## src/rtl/scratchpad_regfile_param_pkg.sv

```systemverilog
// rtl/scratchpad_regfile_param_pkg.sv - index map, reset defaults and readability helper for the scratchpad
package scratchpad_pkg;

  localparam int R0_IDX                 = 0;
  localparam int DEFAULT_PC_RESET_VALUE = 2048;
  localparam int DEFAULT_PC_STEP        = 4;

  function automatic int pc_idx(input int num_regs);
    return num_regs - 2;
  endfunction

  function automatic int ir_idx(input int num_regs);
    return num_regs - 1;
  endfunction

  // A/B ports see general registers and PC only; r0, IR and out-of-range read as zero.
  function automatic logic is_readable(input int idx, input int num_regs);
    return (idx > R0_IDX) && (idx < num_regs) && (idx != ir_idx(num_regs));
  endfunction

endpackage

```

## src/rtl/scratchpad_regfile_param_if.sv

```systemverilog
// rtl/scratchpad_regfile_param_if.sv - control-unit to scratchpad bus bundle
interface scratchpad_regfile_param_if #(
  parameter int DATAWIDTH_DATA = 32,
  parameter int SEL_WIDTH      = 6
);
  logic [SEL_WIDTH-1:0]      Amux_Selector;
  logic [SEL_WIDTH-1:0]      Bmux_Selector;
  logic [SEL_WIDTH-1:0]      Cmux_Selector;
  logic                      Cmux_Write;
  logic [DATAWIDTH_DATA-1:0] Cmux_BUS_DATA;
  logic                      PC_Increment;
  logic [DATAWIDTH_DATA-1:0] Amux_BUS_DATA;
  logic [DATAWIDTH_DATA-1:0] Bmux_BUS_DATA;
  logic [DATAWIDTH_DATA-1:0] IR_DATA_BUS;
  logic [DATAWIDTH_DATA-1:0] PC_DATA_BUS;
  logic                      Sel_Error;

  modport master (
    output Amux_Selector, Bmux_Selector, Cmux_Selector, Cmux_Write, Cmux_BUS_DATA, PC_Increment,
    input  Amux_BUS_DATA, Bmux_BUS_DATA, IR_DATA_BUS, PC_DATA_BUS, Sel_Error
  );

  modport slave (
    input  Amux_Selector, Bmux_Selector, Cmux_Selector, Cmux_Write, Cmux_BUS_DATA, PC_Increment,
    output Amux_BUS_DATA, Bmux_BUS_DATA, IR_DATA_BUS, PC_DATA_BUS, Sel_Error
  );
endinterface

```

## src/rtl/scratchpad_pc_counter.sv

```systemverilog
// rtl/scratchpad_pc_counter.sv - PC register with load-over-increment priority and read-view output
module scratchpad_pc_counter #(
  parameter int W           = 32,
  parameter int RESET_VALUE = 2048,
  parameter int STEP        = 4,
  parameter bit RD_BYPASS   = 1'b0
) (
  input  logic         clk,
  input  logic         rst,
  input  logic         load_en,
  input  logic [W-1:0] load_data,
  input  logic         inc_en,
  output logic [W-1:0] pc_o,
  output logic [W-1:0] pc_rd_o
);
  logic [W-1:0] pc_q;
  logic [W-1:0] pc_d;

  always_comb begin
    pc_d = pc_q;
    if (load_en) begin
      pc_d = load_data;
    end else if (inc_en) begin
      pc_d = pc_q + W'(STEP);
    end
  end

  always_ff @(posedge clk) begin
    if (rst) begin
      pc_q <= W'(RESET_VALUE);
    end else begin
      pc_q <= pc_d;
    end
  end

  assign pc_o    = pc_q;
  // Value the A/B read ports should see for a same-edge read of the PC.
  assign pc_rd_o = RD_BYPASS ? pc_d : pc_q;
endmodule

```

## src/rtl/scratchpad_regfile_param.sv

```systemverilog
// rtl/scratchpad_regfile_param.sv - parametrised scratchpad register file; SCRATCHPAD_RD_BYPASS_EN selects write-first reads
module scratchpad_regfile_param
  import scratchpad_pkg::*;
#(
  parameter int DATAWIDTH_DATA = 32,
  parameter int NUM_REGS       = 8,
  parameter int SEL_WIDTH      = 6,
  parameter int PC_RESET_VALUE = DEFAULT_PC_RESET_VALUE,
  parameter int PC_STEP        = DEFAULT_PC_STEP
) (
  input logic                       Clock,
  input logic                       Reset,
  scratchpad_regfile_param_if.slave bus
);
  localparam int IDX_W  = $clog2(NUM_REGS);
  localparam int PC_IDX = pc_idx(NUM_REGS);
  localparam int IR_IDX = ir_idx(NUM_REGS);
`ifdef SCRATCHPAD_RD_BYPASS_EN
  localparam bit RD_BYPASS = 1'b1;
`else
  localparam bit RD_BYPASS = 1'b0;
`endif

  typedef logic [DATAWIDTH_DATA-1:0] word_t;

  // PC and r0 slots of this array are never written and stay zero.
  word_t regs_q [NUM_REGS];
  word_t regs_d [NUM_REGS];
  word_t amux_q, amux_d;
  word_t bmux_q, bmux_d;
  logic  sel_error_q, sel_error_d;
  logic  wr_valid;
  logic  pc_load;
  word_t pc_cur;
  word_t pc_rd;

  assign wr_valid = bus.Cmux_Write && (int'(bus.Cmux_Selector) < NUM_REGS)
                    && (int'(bus.Cmux_Selector) != R0_IDX);
  assign pc_load  = wr_valid && (int'(bus.Cmux_Selector) == PC_IDX);

  scratchpad_pc_counter #(
    .W          (DATAWIDTH_DATA),
    .RESET_VALUE(PC_RESET_VALUE),
    .STEP       (PC_STEP),
    .RD_BYPASS  (RD_BYPASS)
  ) u_pc (
    .clk      (Clock),
    .rst      (Reset),
    .load_en  (pc_load),
    .load_data(bus.Cmux_BUS_DATA),
    .inc_en   (bus.PC_Increment),
    .pc_o     (pc_cur),
    .pc_rd_o  (pc_rd)
  );

  function automatic word_t read_port(input logic [SEL_WIDTH-1:0] sel);
    word_t v;
    v = '0;
    if (is_readable(int'(sel), NUM_REGS)) begin
      if (int'(sel) == PC_IDX) begin
        v = pc_rd;
      end else begin
        v = RD_BYPASS ? regs_d[sel[IDX_W-1:0]] : regs_q[sel[IDX_W-1:0]];
      end
    end
    return v;
  endfunction

  always_comb begin
    regs_d = regs_q;
    if (wr_valid && !pc_load) begin
      regs_d[bus.Cmux_Selector[IDX_W-1:0]] = bus.Cmux_BUS_DATA;
    end
    amux_d      = read_port(bus.Amux_Selector);
    bmux_d      = read_port(bus.Bmux_Selector);
    sel_error_d = sel_error_q
                  || (int'(bus.Amux_Selector) >= NUM_REGS)
                  || (int'(bus.Bmux_Selector) >= NUM_REGS)
                  || (bus.Cmux_Write && (int'(bus.Cmux_Selector) >= NUM_REGS));
  end

  always_ff @(posedge Clock) begin
    if (Reset) begin
      for (int i = 0; i < NUM_REGS; i++) begin
        regs_q[i] <= '0;
      end
      amux_q      <= '0;
      bmux_q      <= '0;
      sel_error_q <= 1'b0;
    end else begin
      regs_q      <= regs_d;
      amux_q      <= amux_d;
      bmux_q      <= bmux_d;
      sel_error_q <= sel_error_d;
    end
  end

  assign bus.Amux_BUS_DATA = amux_q;
  assign bus.Bmux_BUS_DATA = bmux_q;
  assign bus.IR_DATA_BUS   = regs_q[IR_IDX];
  assign bus.PC_DATA_BUS   = pc_cur;
  assign bus.Sel_Error     = sel_error_q;
endmodule

```

## src/flat_wrapper.sv

```systemverilog
// flat-port wrapper written by rule: the top's interface ports become plain ports
module scratchpad_regfile_param_flat import scratchpad_pkg::*;
#(
  parameter int DATAWIDTH_DATA = 32,
  parameter int NUM_REGS       = 8,
  parameter int SEL_WIDTH      = 6,
  parameter int PC_RESET_VALUE = DEFAULT_PC_RESET_VALUE,
  parameter int PC_STEP        = DEFAULT_PC_STEP
)
  (Clock, Reset, bus_Amux_Selector, bus_Bmux_Selector, bus_Cmux_Selector, bus_Cmux_Write, bus_Cmux_BUS_DATA, bus_PC_Increment, bus_Amux_BUS_DATA, bus_Bmux_BUS_DATA, bus_IR_DATA_BUS, bus_PC_DATA_BUS, bus_Sel_Error);
  scratchpad_regfile_param_if #(.DATAWIDTH_DATA(DATAWIDTH_DATA), .SEL_WIDTH(SEL_WIDTH)) bus_i ();
  input logic Clock;
  input logic Reset;
  input wire logic [$bits(bus_i.Amux_Selector)-1:0] bus_Amux_Selector;
  input wire logic [$bits(bus_i.Bmux_Selector)-1:0] bus_Bmux_Selector;
  input wire logic [$bits(bus_i.Cmux_Selector)-1:0] bus_Cmux_Selector;
  input wire logic [$bits(bus_i.Cmux_Write)-1:0] bus_Cmux_Write;
  input wire logic [$bits(bus_i.Cmux_BUS_DATA)-1:0] bus_Cmux_BUS_DATA;
  input wire logic [$bits(bus_i.PC_Increment)-1:0] bus_PC_Increment;
  output wire logic [$bits(bus_i.Amux_BUS_DATA)-1:0] bus_Amux_BUS_DATA;
  output wire logic [$bits(bus_i.Bmux_BUS_DATA)-1:0] bus_Bmux_BUS_DATA;
  output wire logic [$bits(bus_i.IR_DATA_BUS)-1:0] bus_IR_DATA_BUS;
  output wire logic [$bits(bus_i.PC_DATA_BUS)-1:0] bus_PC_DATA_BUS;
  output wire logic [$bits(bus_i.Sel_Error)-1:0] bus_Sel_Error;
  assign bus_i.Amux_Selector = bus_Amux_Selector;
  assign bus_i.Bmux_Selector = bus_Bmux_Selector;
  assign bus_i.Cmux_Selector = bus_Cmux_Selector;
  assign bus_i.Cmux_Write = bus_Cmux_Write;
  assign bus_i.Cmux_BUS_DATA = bus_Cmux_BUS_DATA;
  assign bus_i.PC_Increment = bus_PC_Increment;
  assign bus_Amux_BUS_DATA = bus_i.Amux_BUS_DATA;
  assign bus_Bmux_BUS_DATA = bus_i.Bmux_BUS_DATA;
  assign bus_IR_DATA_BUS = bus_i.IR_DATA_BUS;
  assign bus_PC_DATA_BUS = bus_i.PC_DATA_BUS;
  assign bus_Sel_Error = bus_i.Sel_Error;
  scratchpad_regfile_param #(.DATAWIDTH_DATA(DATAWIDTH_DATA), .NUM_REGS(NUM_REGS), .SEL_WIDTH(SEL_WIDTH), .PC_RESET_VALUE(PC_RESET_VALUE), .PC_STEP(PC_STEP)) u_core (.Clock(Clock), .Reset(Reset), .bus(bus_i));
endmodule
```

## config.mk

```make
export PLATFORM = sky130hd
export DESIGN_NAME = scratchpad_regfile_param_flat
export DESIGN_NICKNAME = d
export VERILOG_FILES = /design/src/rtl/scratchpad_regfile_param_pkg.sv /design/src/rtl/scratchpad_regfile_param_if.sv /design/src/rtl/scratchpad_pc_counter.sv /design/src/rtl/scratchpad_regfile_param.sv /design/src/flat_wrapper.sv
export SDC_FILE = /design/constraint.sdc
export NUM_CORES = 1
export LEC_CHECK = 0
export CORE_MARGIN = 2
export CORE_UTILIZATION = 30
export DETAILED_ROUTE_END_ITERATION = 10
export GPL_ROUTABILITY_DRIVEN = 1
export PLACE_DENSITY_LB_ADDON = 0.3
export SLEW_MARGIN = 20
export SYNTH_ARGS = -nofsm -noshare
export SYNTH_HDL_FRONTEND = slang
export SYNTH_SLANG_ARGS = --single-unit
```

## constraint.sdc

```tcl
create_clock -name Clock -period 4.9 [get_ports Clock]
set_input_delay 0.98 -clock Clock [delete_from_list [all_inputs] [get_ports Clock]]
set_output_delay 0.98 -clock Clock [all_outputs]
set_load 0.05 [all_outputs]
```

==> results of run 1 <==
==> sequential cells by signal, indices dropped and copies added, names as in the netlist <==
register and cells:
u_core.bus.Amux_BUS_DATA 32, u_core.bus.Bmux_BUS_DATA 32, u_core.bus.IR_DATA_BUS 32, u_core.bus.Sel_Error 1, u_core.regs_q 224, u_core.u_pc.pc_o 32
==> metal layers <==
layer | wire (um) | vias to the layer above
li1 | - | 6146
met1 | 23500 | 6496
met2 | 25800 | 386
met3 | 3500 | 80
met4 | 1410 | 2
met5 | 13 | -
==> worst paths after layout <==
path | to | cells past startpoint
worst max-delay path | bus_PC_DATA_BUS[5] | 1
worst min-delay path | u_core.regs_q[117]$_SDFFE_PP0P_ | 2
worst max register to register | u_core.u_pc.pc_o[27]$_SDFFE_PP0P_ | 4
worst min register to register | u_core.regs_q[117]$_SDFFE_PP0P_ | 2
==> power groups by stage <==
stage	clock (uW)	sequential, uW	combinational (uW)
detailed placement	0	2960	366
global placement	0	2960	364
floorplan	0	2980	191
finish	3140	2900	366
CTS	3210	2900	367
global route	3330	2900	386
==> layout by cell type (no fill, tap or decap), types with 13 or more instances in the layout <==
cell type / n
a21oi_1: 195
nand3_1: 18
clkbuf_1: 13
nand2_1: 424
o21ai_0: 28
mux2i_1: 65
nor2b_1: 64
nor2_1: 72
mux4_2: 128
buf_4: 30
clkdlybuf4s50_1: 175
a211oi_1: 53
dfxtp_1: 353
clkbuf_16: 45
==> layout make-up <==
class	count	area, um2	area share, %
multi-input cells	1160	8390	42.4
flip-flops and latches	353	7070	35.7
repair buffers	212	2070	10.5
clock buffers	66	1280	6.49
well taps	696	871	4.40
clock inverters	7	87.6	0.442
inverters	5	18.8	0.0948
diodes	1	2.50	0.0126
==> through the flow <==
stage	std cells	instance area [um2]	setup WS (ns)	util (%)
CTS	2499	19800	1.70	36.8
detailed placement	2426	18400	1.27	34.3
global placement	2426	18400	1.35	34.3
floorplan	1701	16200	2.34	-
global route	2499	19800	1.68	36.9
finish	2500	19800	1.73	36.9
==> kinds of logic after synthesis <==
family | after synthesis
xor+xnor | 12
flops | 353
fa+ha+maj | 1
simple gates | 646
compound gates | 308
mux | 193
buf+inv | 188
==> results.json, run 1 <==
{
  "status": "complete, no violations",
  "cts_setup_buffers": 0,
  "grt-busiest-layer": "met2",
  "tritoncts": "yes",
  "power.total_uw": 6410,
  "drive_gt1_share_pct": 13.3,
  "hold_buffers": 0,
  "met1_usage_pct": 24.5,
  "vias_per_cell": 5.24,
  "syn_avg_cell_area_um2": 9.55,
  "start_kind": "register",
  "wl_per_cell_um": 21.7,
  "cts_resized": 0,
  "arrival_ns": 2.19,
  "hold_path.class": "register to register",
  "crit_required_ns": 3.92,
  "slew_violations": 0,
  "dpl.hpwl_mm": 33.4,
  "drv_cap": 0,
  "yosysTopAreaCell": "dfxtp_1",
  "dieWidth_um": 237,
  "synth-seq-cells": 353,
  "area_growth_pct": 21.9,
  "synth_top_cells_by_count": "425 x nand2_1, 353 x dfxtp_1, 195 x a21oi_1",
  "power_frac_seq_pct": 45.3,
  "grt-ovfl-total": 0,
  "synthFlopType": "dfxtp_1",
  "grtUsageMet2_pct": 31.9,
  "syn_nets": 1756,
  "grt_pass1_vias": 13051,
  "rsz0062_at_grt": "no",
  "yosys_warnings": 0,
  "die_y_um": 237,
  "drt_iter0_drc": 975,
  "worstPathMaxFanout": 10,
  "internal_power_uw": 4910,
  "r2r_start": "u_core.u_pc.pc_o[6]$_SDFFE_PP0P_",
  "finalHoldViolations": 0,
  "whs_ns": 0.469,
  "syn_inst": 1701,
  "p_leak_uw": 0.00654,
  "path_buf_inv": 1,
  "pwr-share-clk_pct": 49.0,
  "synth_top_family_by_area": "multiplexers",
  "fin_nets": 1829,
  "worstMarginPinSlew_ns": 1.03,
  "cts.sinks": 353,
  "rrSetupSlack_ns": 2.40,
  "swShare_pct": 23.4,
  "finalSetupTns_ns": 0,
  "port_buffers": 182,
  "io_pins": 183,
  "cts.clk_slew.worst_paths_ns": 0.06,
  "synthAdderAreaFrac_pct": 0.0770,
  "finalSetupViolCount": 0,
  "core_area_um2": 53700,
  "worstHoldStart": "u_core.regs_q[117]$_SDFFE_PP0P_",
  "grt_pass1_wl_mm": 81.4,
  "root_buffer": "clkbuf_16",
  "std_cell_rows": 85,
  "place_congestion": 0.766,
  "synthSimpleGateAreaFrac_pct": 17.8,
  "max_clock_freq_ghz": 0.316,
  "power_density_nw_per_um2": 324,
  "power.net_switching_uw": 1500,
  "synthDistinctLibCells": 50,
  "ys_seq_area_share_pct": 43.5,
  "startpoint": "u_core.u_pc.pc_o[5]$_SDFFE_PP0P_",
  "cp_slowest_stage_delay_ns": 0.93,
  "crit_path_top_delay_cell": "clkdlybuf4s50_1",
  "grt_util_met3_pct": 4.20,
  "die_area_um2": 56000,
  "ant_nets": 0,
  "clk_path_buf_depth": 3,
  "post-route-period-util_pct": 64.6,
  "slew-limit-headroom_pct": 31.4,
  "grtUsageTotal_pct": 19.1,
  "initial_core_util_pct": 30.2,
  "fin_skew_ns": 0.0151,
  "filler_cell_count": 5208,
  "dr.pass1.iters": 5,
  "antenna_found_initial": 3,
  "post-route-drc-count": 0,
  "path_delay_family": "buffers and inverters",
  "ys_async_sr_fraction_pct": 0,
  "cts_max_level": 2,
  "synthMuxAreaShare_pct": 21.8,
  "crit_chain": "clkdlybuf4s50_1",
  "pwr-share-comb_pct": 5.7,
  "wl_mm": 54.2,
  "netlist_area_um2": 16200,
  "yosysMostFrequentCell": "nand2_1",
  "max-vdd-ir-drop_uv": 205,
  "endpoint_kind": "output pin",
  "synthXorXnorAreaFrac_pct": 0.647,
  "yosys-top-cells-area": "dfxtp_1 44%, mux4_2 18%, nand2_1 9.8%",
  "clkLatencyLatePin_ns": 0.56,
  "cts_buffers": 42,
  "synth_compound_area_share_pct": 10.9,
  "grt_max_degree": 106,
  "vias": 13110,
  "worst-setup-path-type": "register to output pin",
  "synth_top_cell_area_share_pct": 43.5,
  "synth-edff-count": 0,
  "fin_crit_ns": 3.17
}
Note: power is estimated with default switching activity, not from simulation.
==> inputs of run 2 (changes only) <==
==> constraint.sdc (replaced) <==
create_clock -name Clock -period 3.1 [get_ports Clock]
set_input_delay 0.62 -clock Clock [delete_from_list [all_inputs] [get_ports Clock]]
set_output_delay 0.62 -clock Clock [all_outputs]
set_load 0.05 [all_outputs]
==> run 2 against run 1 <==
Against the previous run:
- die area unchanged
- core utilization increased by 0.77 points
- routed wire length increased by 1.4%
- register-to-register slack got worse by 1.7 ns
- clock power increased by 68%
- cell count increased by 1.5%
- via count increased by 2.9%
==> results.json, run 2 (same netlist as run 1, synthesis figures left out) <==
{
  "final_common_cell": "nand2_1",
  "place_congestion": 0.809,
  "die_area_um2": 56000,
  "min_path_cells": 2,
  "pwr-share-clk_pct": 50.3,
  "dpl.hpwl_mm": 36.3,
  "placed_cells": 2462,
  "drive_gt1_share_pct": 15.3,
  "root_buffer": "clkbuf_16",
  "initial_core_util_pct": 30.2,
  "max-vdd-ir-drop_uv": 363,
  "largest_reg_flops": 224,
  "std_cell_rows": 85,
  "grt-ovfl-total": 0,
  "grt_pass1_wl_mm": 82.6,
  "tritoncts": "yes",
  "worst-setup-path-type": "register to output pin",
  "slew-limit-headroom_pct": 19.8,
  "max_clock_freq_ghz": 0.358,
  "worstPathMaxFanout": 8,
  "hold_path.class": "register to register",
  "finalSetupTns_ns": 0,
  "port_buffers": 182,
  "cts_setup_buffers": 0,
  "rrSetupSlack_ns": 0.71,
  "vias_per_cell": 5.32,
  "p_leak_uw": 0.00677,
  "vias": 13491,
  "wl_mm": 55.0,
  "cts_resized": 0,
  "fin_nets": 1864,
  "hold_buffers": 0,
  "largest_register": "u_core.regs_q",
  "worstMarginPinSlew_ns": 1.20,
  "drt_iter0_drc": 1256,
  "area_growth_pct": 24.4,
  "core_area_um2": 53700,
  "clk_path_buf_depth": 3,
  "power.net_switching_uw": 2450,
  "ant_nets": 0,
  "cts_buffers": 41,
  "start_kind": "register",
  "status": "complete, no violations",
  "arrival_ns": 2.18,
  "finalSetupViolCount": 0,
  "filler_cell_count": 5262,
  "power_density_nw_per_um2": 517,
  "grt_pass1_vias": 13355,
  "fin_skew_ns": 0.0133,
  "cts_max_level": 2,
  "wl_per_cell_um": 21.7,
  "power_frac_seq_pct": 43.8,
  "drv_cap": 0,
  "worstHoldStart": "u_core.regs_q[177]$_SDFFE_PP0P_",
  "internal_power_uw": 8010,
  "grt_max_degree": 169,
  "slew_violations": 0,
  "r2r_start": "u_core.u_pc.pc_o[7]$_SDFFE_PP0P_",
  "reg2regPathDepth": 4,
  "clkLatencyLatePin_ns": 0.57,
  "grtUsageTotal_pct": 19.3,
  "dr.pass1.iters": 5,
  "die_y_um": 237,
  "rr_endpoint": "u_core.u_pc.pc_o[27]$_SDFFE_PP0P_",
  "fin_cells": 2538,
  "post-route-period-util_pct": 90.2,
  "post-route-drc-count": 0,
  "antenna_found_initial": 3,
  "pwr-share-comb_pct": 5.9,
  "whs_endpoint": "u_core.regs_q[177]$_SDFFE_PP0P_",
  "endpoint_kind": "output pin",
  "multiInputGateArea_um2": 8390,
  "io_pins": 183,
  "crit_required_ns": 2.48,
  "swShare_pct": 23.4,
  "cts.clk_slew.worst_paths_ns": 0.06,
  "fin_crit_ns": 2.80,
  "rsz0062_at_grt": "no",
  "cts.sinks": 353,
  "finalHoldViolations": 0,
  "post-route-util_pct": 37.6,
  "seqCellArea_um2": 7070,
  "dieWidth_um": 237,
  "mostFrequentLayoutCells": "424 x nand2_1, 353 x dfxtp_1, 195 x a21oi_1"
}
==> run 2: changes by cell type in the layout (fill, tap and decap cells not counted), moves of 2 or more <==
cell and change:
clkinv_4 +2, clkinv_8 +2, buf_12 +5, buf_4 +32, clkbuf_16 -4, bufinv_16 +5, clkbuf_1 -5
==> run 2: area by class of cell <==
type | instances | share of cell area, %
Multi-Input combinational cell | 1160 | 41.5
Sequential cell | 353 | 35.0
Timing Repair Buffer | 248 | 11.9
Clock buffer | 57 | 5.77
Tap cell | 696 | 4.31
Clock inverter | 17 | 1.46
Inverter | 5 | 0.0929
Antenna cell | 2 | 0.0248
==> run 2: how the worst max path moves through the flow <==
| stage | start | endpoint | slack [ns] | depth (start not counted) |
|---|---|---|---|---|
| floorplan | u_core.u_pc.pc_o[2]$_SDFFE_PP0P_ | u_core.u_pc.pc_o[26]$_SDFFE_PP0P_ | 0.61 | 6 |
| global route | u_core.u_pc.pc_o[5]$_SDFFE_PP0P_ | bus_PC_DATA_BUS[5] | 0.26 | 2 |
| finish | u_core.u_pc.pc_o[5]$_SDFFE_PP0P_ | bus_PC_DATA_BUS[5] | 0.30 | 2 |
| detailed placement | bus_PC_Increment | u_core.u_pc.pc_o[28]$_SDFFE_PP0P_ | 0.19 | 5 |
| global placement | bus_Amux_Selector[3] | u_core.bus.Amux_BUS_DATA[28]$_SDFF_PP0_ | 0.21 | 4 |
| CTS | u_core.u_pc.pc_o[5]$_SDFFE_PP0P_ | bus_PC_DATA_BUS[5] | 0.28 | 2 |
==> run 2: power groups by stage <==
stage	Combinational (uW)	Sequential, uW	Clock (uW)
after floorplan	302	4700	0
after global placement	610	4680	0
after detailed placement	613	4680	0
after CTS	615	4580	5370
after global routing	647	4580	5560
final	614	4580	5260
==> run 2: per-stage QoR <==
step	hold WS [ns]	total power, uW	setup WS, ns	area (um2)
2_1_floorplan	0.443	5000	0.608	16200
3_3_place_gp	0.449	5290	0.209	18700
3_5_place_dp	0.459	5290	0.188	18700
4_1_cts	0.468	10600	0.281	20200
5_1_grt	0.484	10800	0.255	20200
6_report	0.465	10500	0.305	20200
==> run 2: critical path, stage by stage, from the launching register on <==
cell,delay (ns)
dfxtp_1,0.57
buf_4,0.23
clkdlybuf4s50_1,0.81
==> run 2: metal layers <==
layer / track usage, % / up-vias / wire length (um)
met2: 31.3 / 499 / 25600
met5: 0 / - / 13
met3: 4.44 / 108 / 4100
li1: - / 6226 / -
met4: 7.46 / 2 / 1880
met1: 25.1 / 6656 / 23400
==> inputs of run 3 (changes only) <==
==> constraint.sdc (replaced) <==
create_clock -name Clock -period 3.35 [get_ports Clock]
set_input_delay 0.67 -clock Clock [delete_from_list [all_inputs] [get_ports Clock]]
set_output_delay 0.67 -clock Clock [all_outputs]
set_load 0.05 [all_outputs]
==> run 3 against run 2 <==
Against the previous run:
- register-to-register slack improved by 0.12 ns
- critical path depth did not move
- count of clock-buffer cells in the layout rose by 4
- sequential power fell by 7.4%
- routed wire length rose by 0.51%
==> results.json, run 3 (same netlist as run 1, synthesis figures left out) <==
{
  "place_congestion": 0.803,
  "dr.pass1.iters": 5,
  "max_clock_freq_ghz": 0.353,
  "initial_core_util_pct": 30.2,
  "die_y_um": 237,
  "power_density_nw_per_um2": 452,
  "io_pins": 183,
  "path_buf_inv": 2,
  "hold_path.class": "register to register",
  "area_growth_pct": 22.3,
  "largest_register": "u_core.regs_q",
  "wl_mm": 55.2,
  "drt_iter0_drc": 1175,
  "start_kind": "register",
  "post-route-drc-count": 0,
  "grt_pass1_wl_mm": 82.4,
  "clk_path_buf_depth": 3,
  "finalSetupViolCount": 0,
  "finalHoldViolations": 0,
  "wl_per_cell_um": 21.9,
  "drv_cap": 0,
  "cts.clk_slew.worst_paths_ns": 0.06,
  "port_buffers": 182,
  "dpl.hpwl_mm": 36.4,
  "post-route-period-util_pct": 84.6,
  "p_leak_uw": 0.00660,
  "pre_cts_ws_ns": 0.332,
  "fin_skew_ns": 0.0167,
  "filler_cell_count": 5228,
  "rsz0062_at_grt": "no",
  "grt_max_degree": 123,
  "reg2regPathDepth": 5,
  "setup_ws_ns": 0.517,
  "vias": 13258,
  "worstMarginPinSlew_ns": 0.971,
  "arrival_ns": 2.16,
  "cts_setup_buffers": 0,
  "grtUsageTotal_pct": 19.4,
  "rrSetupSlack_ns": 0.83,
  "std_cell_rows": 85,
  "cts_max_level": 2,
  "core_area_um2": 53700,
  "worst-setup-path-type": "register to output pin",
  "cp_slowest_stage_delay_ns": 0.81,
  "largest_reg_flops": 224,
  "multiInputGateArea_um2": 8390,
  "dieWidth_um": 237,
  "finalSetupTns_ns": 0,
  "r2r_start": "u_core.u_pc.pc_o[2]$_SDFFE_PP0P_",
  "antenna_found_initial": 1,
  "status": "complete, no violations",
  "seqCellArea_um2": 7070,
  "crit_chain": "buf_4, clkdlybuf4s50_1",
  "mostFrequentLayoutCells": "424 x nand2_1, 353 x dfxtp_1, 195 x a21oi_1",
  "power.total_uw": 8980,
  "tritoncts": "yes",
  "rr_endpoint": "u_core.u_pc.pc_o[28]$_SDFFE_PP0P_",
  "crit_required_ns": 2.68,
  "slew-limit-headroom_pct": 34.8,
  "crit_path_top_delay_cell": "clkdlybuf4s50_1",
  "cts_buffers": 41,
  "ant_nets": 0,
  "grt-ovfl-total": 0,
  "worstHoldStart": "u_core.regs_q[160]$_SDFFE_PP0P_",
  "fin_crit_ns": 2.83,
  "cts.sinks": 353,
  "final_common_cell": "nand2_1",
  "min_path_cells": 2,
  "grt_pass1_vias": 13086,
  "worstPathMaxFanout": 8,
  "fin_nets": 1856,
  "drive_gt1_share_pct": 14.3,
  "clkLatencyLatePin_ns": 0.56,
  "path_delay_family": "buffers and inverters",
  "slew_violations": 0,
  "endpoint_kind": "output pin",
  "die_area_um2": 56000,
  "hold_buffers": 0,
  "root_buffer": "clkbuf_16",
  "max-vdd-ir-drop_uv": 327,
  "whs_endpoint": "u_core.regs_q[160]$_SDFFE_PP0P_",
  "cts_resized": 0,
  "vias_per_cell": 5.26
}
## run 3: cell count changes in the layout (fill, tap and decap cells not counted), sizes merged
cell,delta
diode,-1
clkbuf,+4
inv,-1
bufinv,-6
clkinvlp,+1
buf,-8
clkinv,-6
## run 3: worst reg2reg max path, cell delays in order, from the launching register on
cell and delay [ns]:
dfxtp_1 0.60, ha_1 0.31, nand4_4 0.20, or3_1 0.56, or4_1 0.50, a311oi_1 0.27
## run 3: metal layers
layer | GRT usage, % | up-vias | wire length, um
li1 | - | 6191 | -
met5 | 0 | - | 0
met1 | 24.9 | 6526 | 23200
met3 | 4.38 | 95 | 4010
met4 | 6.46 | 0 | 1660
met2 | 32.2 | 446 | 26400
## run 3: layout make-up
type                       instances  area share, %
timing repair buffer             240           11.7
inverter                           5         0.0945
antenna                            1         0.0126
sequential                       353           35.6
multi-input combinational       1160           42.2
clock inverter                     5          0.265
clock buffer                      61           5.79
tap                              696           4.38
## run 3: worst max path at each step
stage | startpoint | to | slack (ns) | depth (start not counted)
finish | u_core.u_pc.pc_o[5]$_SDFFE_PP0P_ | bus_PC_DATA_BUS[5] | 0.52 | 2
detailed placement | bus_Bmux_Selector[3] | u_core.bus.Bmux_BUS_DATA[26]$_SDFF_PP0_ | 0.33 | 5
CTS | u_core.u_pc.pc_o[5]$_SDFFE_PP0P_ | bus_PC_DATA_BUS[5] | 0.46 | 2
global placement | bus_Bmux_Selector[3] | u_core.bus.Bmux_BUS_DATA[26]$_SDFF_PP0_ | 0.40 | 5
floorplan | u_core.u_pc.pc_o[2]$_SDFFE_PP0P_ | u_core.u_pc.pc_o[26]$_SDFFE_PP0P_ | 0.86 | 6
global route | u_core.u_pc.pc_o[5]$_SDFFE_PP0P_ | bus_PC_DATA_BUS[5] | 0.43 | 2
## run 3: where the power goes
group,switching [uW],total [uW],internal (uW)
logic,349,549,200
clock network,1760,4190,2430
registers,27.3,4240,4220
## run 3: metrics by stage
stage                     hold slack, ns  utilization [%]  cells  cell area [um2]
after floorplan                    0.443                -   1701            16200
after global placement             0.449             34.7   2454            18700
after detailed placement           0.457             34.7   2454            18700
after CTS                          0.465             37.0   2520            19900
after global routing               0.486             37.0   2520            19900
final                              0.462             37.0   2521            19900
